<file path="config.mk">
export PLATFORM = sky130hd
export DESIGN_NAME = rmon_counter_engine
export DESIGN_NICKNAME = d
export VERILOG_FILES = /design/src/rtl/rmon_counter_engine.sv
export SDC_FILE = /design/constraint.sdc
export NUM_CORES = 1
export LEC_CHECK = 0
export CORE_MARGIN = 10
export CORE_UTILIZATION = 47
export CTS_BUF_LIST = sky130_fd_sc_hd__clkbuf_8
export CTS_CLUSTER_DIAMETER = 120
export CTS_CLUSTER_SIZE = 28
export DETAILED_ROUTE_END_ITERATION = 10
export PLACE_DENSITY = 0.86
export SYNTH_ARGS = -nofsm -noshare
export SYNTH_HDL_FRONTEND = slang
export SYNTH_SLANG_ARGS = --single-unit
</file>
<file path="constraint.sdc">
create_clock -name Clk -period 5.3 [get_ports Clk]
set_clock_uncertainty 0.15 [all_clocks]
set_input_delay 0.53 -clock Clk [delete_from_list [all_inputs] [get_ports Clk]]
set_output_delay 0.53 -clock Clk [all_outputs]
set_load 0.02 [all_outputs]
</file>
<file path="src/rtl/rmon_counter_engine.sv">
// rtl/rmon_counter_engine.sv - RMON counter RAM port-A master: post-reset clear sweep,
// arbitrated Rx/Tx increments and CPU read-and-clear as 4-cycle read-modify-write.
module rmon_counter_engine #(
    parameter int DEPTH_LOG2 = 6,
    parameter int INC_WIDTH  = 16,
    parameter int SATURATE   = 0
) (
    input  logic                  Clk,
    input  logic                  Reset,
    input  logic                  Rx_apply,
    input  logic [DEPTH_LOG2-2:0] Rx_addr,
    input  logic [INC_WIDTH-1:0]  Rx_inc,
    output logic                  Rx_ack,
    input  logic                  Tx_apply,
    input  logic [DEPTH_LOG2-2:0] Tx_addr,
    input  logic [INC_WIDTH-1:0]  Tx_inc,
    output logic                  Tx_ack,
    input  logic                  Cpu_clr_apply,
    input  logic [DEPTH_LOG2-1:0] Cpu_clr_addr,
    output logic [31:0]           Cpu_clr_data,
    output logic                  Cpu_clr_done,
    output logic                  Init_busy,
    output logic [DEPTH_LOG2-1:0] Addra,
    output logic [31:0]           Dina,
    output logic                  Wea,
    input  logic [31:0]           Douta
);

    typedef enum logic [2:0] {S_INIT, S_IDLE, S_RD, S_WAIT, S_WR} state_t;

    state_t                  state_q;
    logic [DEPTH_LOG2-1:0]   addra_q;
    logic [31:0]             dina_q;
    logic                    wea_q;
    logic                    rx_ack_q;
    logic                    tx_ack_q;
    logic                    clr_done_q;
    logic [31:0]             clr_data_q;
    logic                    busy_q;
    logic [INC_WIDTH-1:0]    inc_q;
    logic                    is_clr_q;
    logic                    last_tx_q;

    logic [32:0]             sum_d;
    logic [31:0]             wr_data_d;
    logic                    pick_rx_d;

    always_comb begin
        sum_d     = {1'b0, Douta} + {1'b0, {(32-INC_WIDTH){1'b0}}, inc_q};
        wr_data_d = (SATURATE != 0 && sum_d[32]) ? 32'hFFFF_FFFF : sum_d[31:0];
        // Rx wins a tie only if Tx was the last one served.
        pick_rx_d = Rx_apply && (!Tx_apply || last_tx_q);
    end

    always_ff @(posedge Clk or posedge Reset) begin
        if (Reset) begin
            state_q    <= S_INIT;
            addra_q    <= '0;
            dina_q     <= '0;
            wea_q      <= 1'b0;
            rx_ack_q   <= 1'b0;
            tx_ack_q   <= 1'b0;
            clr_done_q <= 1'b0;
            clr_data_q <= '0;
            busy_q     <= 1'b1;
            inc_q      <= '0;
            is_clr_q   <= 1'b0;
            last_tx_q  <= 1'b1;
        end else begin
            rx_ack_q   <= 1'b0;
            tx_ack_q   <= 1'b0;
            clr_done_q <= 1'b0;
            case (state_q)
                S_INIT: begin
                    // wea_q doubles as the "sweep started" flag on the first cycle.
                    if (!wea_q) begin
                        wea_q   <= 1'b1;
                        addra_q <= '0;
                    end else if (addra_q == {DEPTH_LOG2{1'b1}}) begin
                        wea_q   <= 1'b0;
                        busy_q  <= 1'b0;
                        addra_q <= '0;
                        state_q <= S_IDLE;
                    end else begin
                        addra_q <= addra_q + 1'b1;
                    end
                end
                S_IDLE: begin
                    if (Cpu_clr_apply) begin
                        addra_q  <= Cpu_clr_addr;
                        inc_q    <= '0;
                        is_clr_q <= 1'b1;
                        state_q  <= S_RD;
                    end else if (pick_rx_d) begin
                        addra_q   <= {1'b0, Rx_addr};
                        inc_q     <= Rx_inc;
                        is_clr_q  <= 1'b0;
                        rx_ack_q  <= 1'b1;
                        last_tx_q <= 1'b0;
                        state_q   <= S_RD;
                    end else if (Tx_apply) begin
                        addra_q   <= {1'b1, Tx_addr};
                        inc_q     <= Tx_inc;
                        is_clr_q  <= 1'b0;
                        tx_ack_q  <= 1'b1;
                        last_tx_q <= 1'b1;
                        state_q   <= S_RD;
                    end
                end
                S_RD: begin
                    state_q <= S_WAIT;
                end
                S_WAIT: begin
                    wea_q   <= 1'b1;
                    state_q <= S_WR;
                    if (is_clr_q) begin
                        dina_q     <= '0;
                        clr_data_q <= Douta;
                        clr_done_q <= 1'b1;
                    end else begin
                        dina_q <= wr_data_d;
                    end
                end
                S_WR: begin
                    wea_q   <= 1'b0;
                    dina_q  <= '0;
                    state_q <= S_IDLE;
                end
                default: begin
                    wea_q   <= 1'b0;
                    dina_q  <= '0;
                    state_q <= S_IDLE;
                end
            endcase
        end
    end

    assign Addra        = addra_q;
    assign Dina         = dina_q;
    assign Wea          = wea_q;
    assign Rx_ack       = rx_ack_q;
    assign Tx_ack       = tx_ack_q;
    assign Cpu_clr_done = clr_done_q;
    assign Cpu_clr_data = clr_data_q;
    assign Init_busy    = busy_q;

endmodule

</file>
==> flow_summary.ini <==
[cells_and_area]
areaGrowthSynthToFinish_pct = 35.7
antennaDiodeCount = 0
layout.nets = 775
final_layout_size_suffix_gt1_share_pct = 10.3

[power_and_ir_drop]
cell_internal_pwr_mw = 2.27
power_frac_seq_pct = 31.9
power_switching_share_pct = 43.5
switchingPower_mw = 1.74
power.static_leakage_nw = 3.05
power.clock.fraction_pct = 12.9
power.combinational.fraction_pct = 55.2
vdd_ir_drop_max_uv = 259
cellPowerDensity_nw_per_um2 = 560

[worst_setup_path]
required_time_worst_endpoint_ns = 5.40
crit_path_max_incr_delay_ns = 0.90
critical_path_class = in -> reg
worst-endpoint-arrival_ns = 3.36
end_kind = register
critPathLaunchType = input port
slowest_stage = sky130_fd_sc_hd__o31ai_1
timing.critical_path.fanout_max = 8
crit_chain = clkdlybuf4s50_1, ha_1, a21oi_1, o22ai_1, o31ai_1, a311oi_1, xnor2_1, o21ai_0

[clock_tree]
cts.root.buffer_cell = sky130_fd_sc_hd__clkbuf_8
tritoncts = built
cts_resized = 0
insertion_delay_ns = 0.39
clkSinkCount = 96
cts-root-to-sink-buffers = 2
post_cts_buffers = 0
cts.reportedPaths.clkPinSlew_ns = 0.10
cts_htree_levels = 3
cts_made_buffers = 9
hold_buffers = 0

[logic_synthesis]
mappedNetlistArea_sq_um = 5280
synth_top_area_share_pct = 44.6
area_leader_netlist = sky130_fd_sc_hd__dfrtp_1
synth_most_common_cell = sky130_fd_sc_hd__dfrtp_1
synth-edff-count = 0
avgSynthCellArea_sq_um = 10.1
synth-warning-count = 0
synthTopCellsByArea = sky130_fd_sc_hd__dfrtp_1 45%, sky130_fd_sc_hd__mux2_2 6.6%, sky130_fd_sc_hd__o21ai_0 5.5%
syn-num-nets = 624
synthesis.instances = 521
ys_async_sr_fraction_pct = 100
synth_top_cells_by_count = 94 x sky130_fd_sc_hd__dfrtp_1, 74 x sky130_fd_sc_hd__nand2_1, 58 x sky130_fd_sc_hd__o21ai_0
synth.ff_latch_count = 96
top_flip_flop_cell_by_instance_count_after_synthesis = sky130_fd_sc_hd__dfrtp_1
yosysUniqueCellTypes = 63
synth-seq-area-share_pct = 45.6

[sta]
max_clock_freq_ghz = 0.306
final_period_minus_worst_setup_slack_ns = 3.26
rsz_0062_raised_after_global_routing = false
timing.final.hold_violations = 0
timing.setup.tns_ns = 0
slew_viol_final = 0
max-slew-margin-rel_pct = 25.1
fin_worst_hold_slack_ns = 0.319
period_share_pct = 61.6
worst-slew-pin-transition_ns = 1.11
setup_viol = 0

[placed_design]
gp_congestion = 0.871
dp_hpwl_um = 11900
placement.io_buffers = 159

[status]
outcome = completed

[global_routing]
grt_first_pass_wirelength_um = 24700
grt_start_max_net_pins = 50
sum_of_overflow_across_all_layers_after_global_routing = 0
number_of_antenna_violations_at_the_first_check_in_global_routing = 0
groute.usage.overall_pct = 18.7
number_of_global_route_vias_before_repair = 4835

[die]
fp.coreArea_sq_um = 10900
boundaryPins = 160
die_area_sq_um = 15900
number_of_placement_rows = 38
die-height_um = 126
floorplan.die.width_um = 126
initial_core_util_pct = 48.3

[detailed_routing]
wl_per_cell_um = 18.6
num_vias = 4681
detail_route.iter0.violations = 362
drt_wl_total_um = 15200
avgViaCountPerCell = 5.73
post_route_drc_violation_count = 0
drt_pre_antenna_iters = 5
drt.antenna.violating_nets = 0

[min_path]
hold_path.class = reg -> reg

[run]
maxCapViolations = 0
-- sequential cells by signal, summed over array words and instances (netlist names) --
name	flops
last_tx_q	1
Addra	6
Cpu_clr_done	1
is_clr_q	1
Tx_ack	1
Dina	32
Init_busy	1
inc_q	16
Cpu_clr_data	32
state_q	3
Wea	1
Rx_ack	1
-- final timing paths --
path | startpoint | to | slack, ns | cells past startpoint
setup / recovery | Douta[7] | Dina[26]$_DFFE_PP0N_ | 2.04 | 8
hold / removal | Init_busy$_DFFE_PP1P_ | Init_busy$_DFFE_PP1P_ | 0.32 | 1
setup reg to reg | inc_q[7]$_DFFE_PP0P_ | Dina[26]$_DFFE_PP0N_ | 2.23 | 7
hold reg to reg | Init_busy$_DFFE_PP1P_ | Init_busy$_DFFE_PP1P_ | 0.32 | 1
max in group asynchronous | Reset | Addra[2]$_DFFE_PP0P_ | 3.56 | 3
min in group asynchronous | Reset | Cpu_clr_done$_DFF_PP0_ | 0.39 | 2
-- cells in the final DEF (no fill, tap or decap), types with 4 or more instances in the layout --
cell	Yosys	final
sky130_fd_sc_hd__nor2_1	20	20
sky130_fd_sc_hd__a21o_1	6	6
sky130_fd_sc_hd__a31oi_1	5	5
sky130_fd_sc_hd__nand2_1	74	74
sky130_fd_sc_hd__nor3b_1	4	4
sky130_fd_sc_hd__a21oi_1	22	21
sky130_fd_sc_hd__nand4_1	7	7
sky130_fd_sc_hd__clkbuf_8	3	9
sky130_fd_sc_hd__nand3_1	11	11
sky130_fd_sc_hd__ha_1	17	17
sky130_fd_sc_hd__nor3_1	8	7
sky130_fd_sc_hd__xor2_1	5	5
sky130_fd_sc_hd__mux2_2	31	31
sky130_fd_sc_hd__clkdlybuf4s50_1	0	159
sky130_fd_sc_hd__o21ai_0	58	58
sky130_fd_sc_hd__and3_1	8	8
sky130_fd_sc_hd__a221o_1	4	4
sky130_fd_sc_hd__dfrtp_1	94	94
sky130_fd_sc_hd__mux2i_1	22	22
sky130_fd_sc_hd__nand2b_1	4	4
sky130_fd_sc_hd__a22o_1	4	4
sky130_fd_sc_hd__buf_4	1	4
sky130_fd_sc_hd__xnor2_1	15	15
sky130_fd_sc_hd__a311oi_1	5	5
sky130_fd_sc_hd__or3_1	8	8
sky130_fd_sc_hd__inv_1	14	13
-- through the flow --
| stage | util [%] | area, sq um | total power [mW] | setup slack (ns) | std cells |
|---|---|---|---|---|---|
| 2_1_floorplan | - | 5280 | 2.64 | 2.12 | 521 |
| 3_3_place_gp | 63.6 | 6950 | 3.42 | 2.00 | 801 |
| 3_5_place_dp | 63.6 | 6950 | 3.51 | 1.75 | 801 |
| 4_1_cts | 65.5 | 7160 | 4.03 | 2.17 | 817 |
| 5_1_grt | 65.5 | 7160 | 4.27 | 1.92 | 817 |
| 6_report | 65.5 | 7160 | 4.01 | 2.04 | 817 |
-- routing by layer --
layer  part of all wire, %  global-route usage (%)  vias up
met2                    47                    30.4      214
met5                     0                       0        -
met1                    42                    22.9     2247
met4                   1.7                    7.17        0
met3                   8.6                    5.45       19
li1                      -                       -     2201
-- area by class of cell --
class                      count  area (sq um)
fill                         883          3770
multi-input combinational    388          2690
sequential                    96          2400
timing repair buffer         163          1620
tap                          140           175
clock buffer                   9           124
clock inverter                 7          86.3
inverter                      14          55.1
-- power groups by stage --
stage          registers [mW]  clock network, mW  logic, mW
3_3_place_gp             1.27                  0       2.15
6_report                 1.28              0.518       2.22
2_1_floorplan            1.52                  0       1.12
5_1_grt                  1.32              0.555       2.39
3_5_place_dp             1.30                  0       2.22
4_1_cts                  1.28              0.526       2.23
-- critical path: cells and delay by family --
family | cells | cell delay (ns)
xor+xnor | 1 | 0.24
buf+inv | 1 | 0.44
fa+ha+maj | 1 | 0.42
compound gates | 5 | 1.73
-- cells by family after synthesis --
group	after synthesis	synth area share, %
AND/OR/NAND/NOR	151	13.2
AO/OA/AOI/OAI	146	19.1
flip-flops	96	45.6
multiplexers	53	10.8
buffers and inverters	37	3.63
XOR/XNOR	20	3.32
adder cells (fa/ha/maj)	18	4.41
Note: power is estimated with default switching activity, not from simulation.
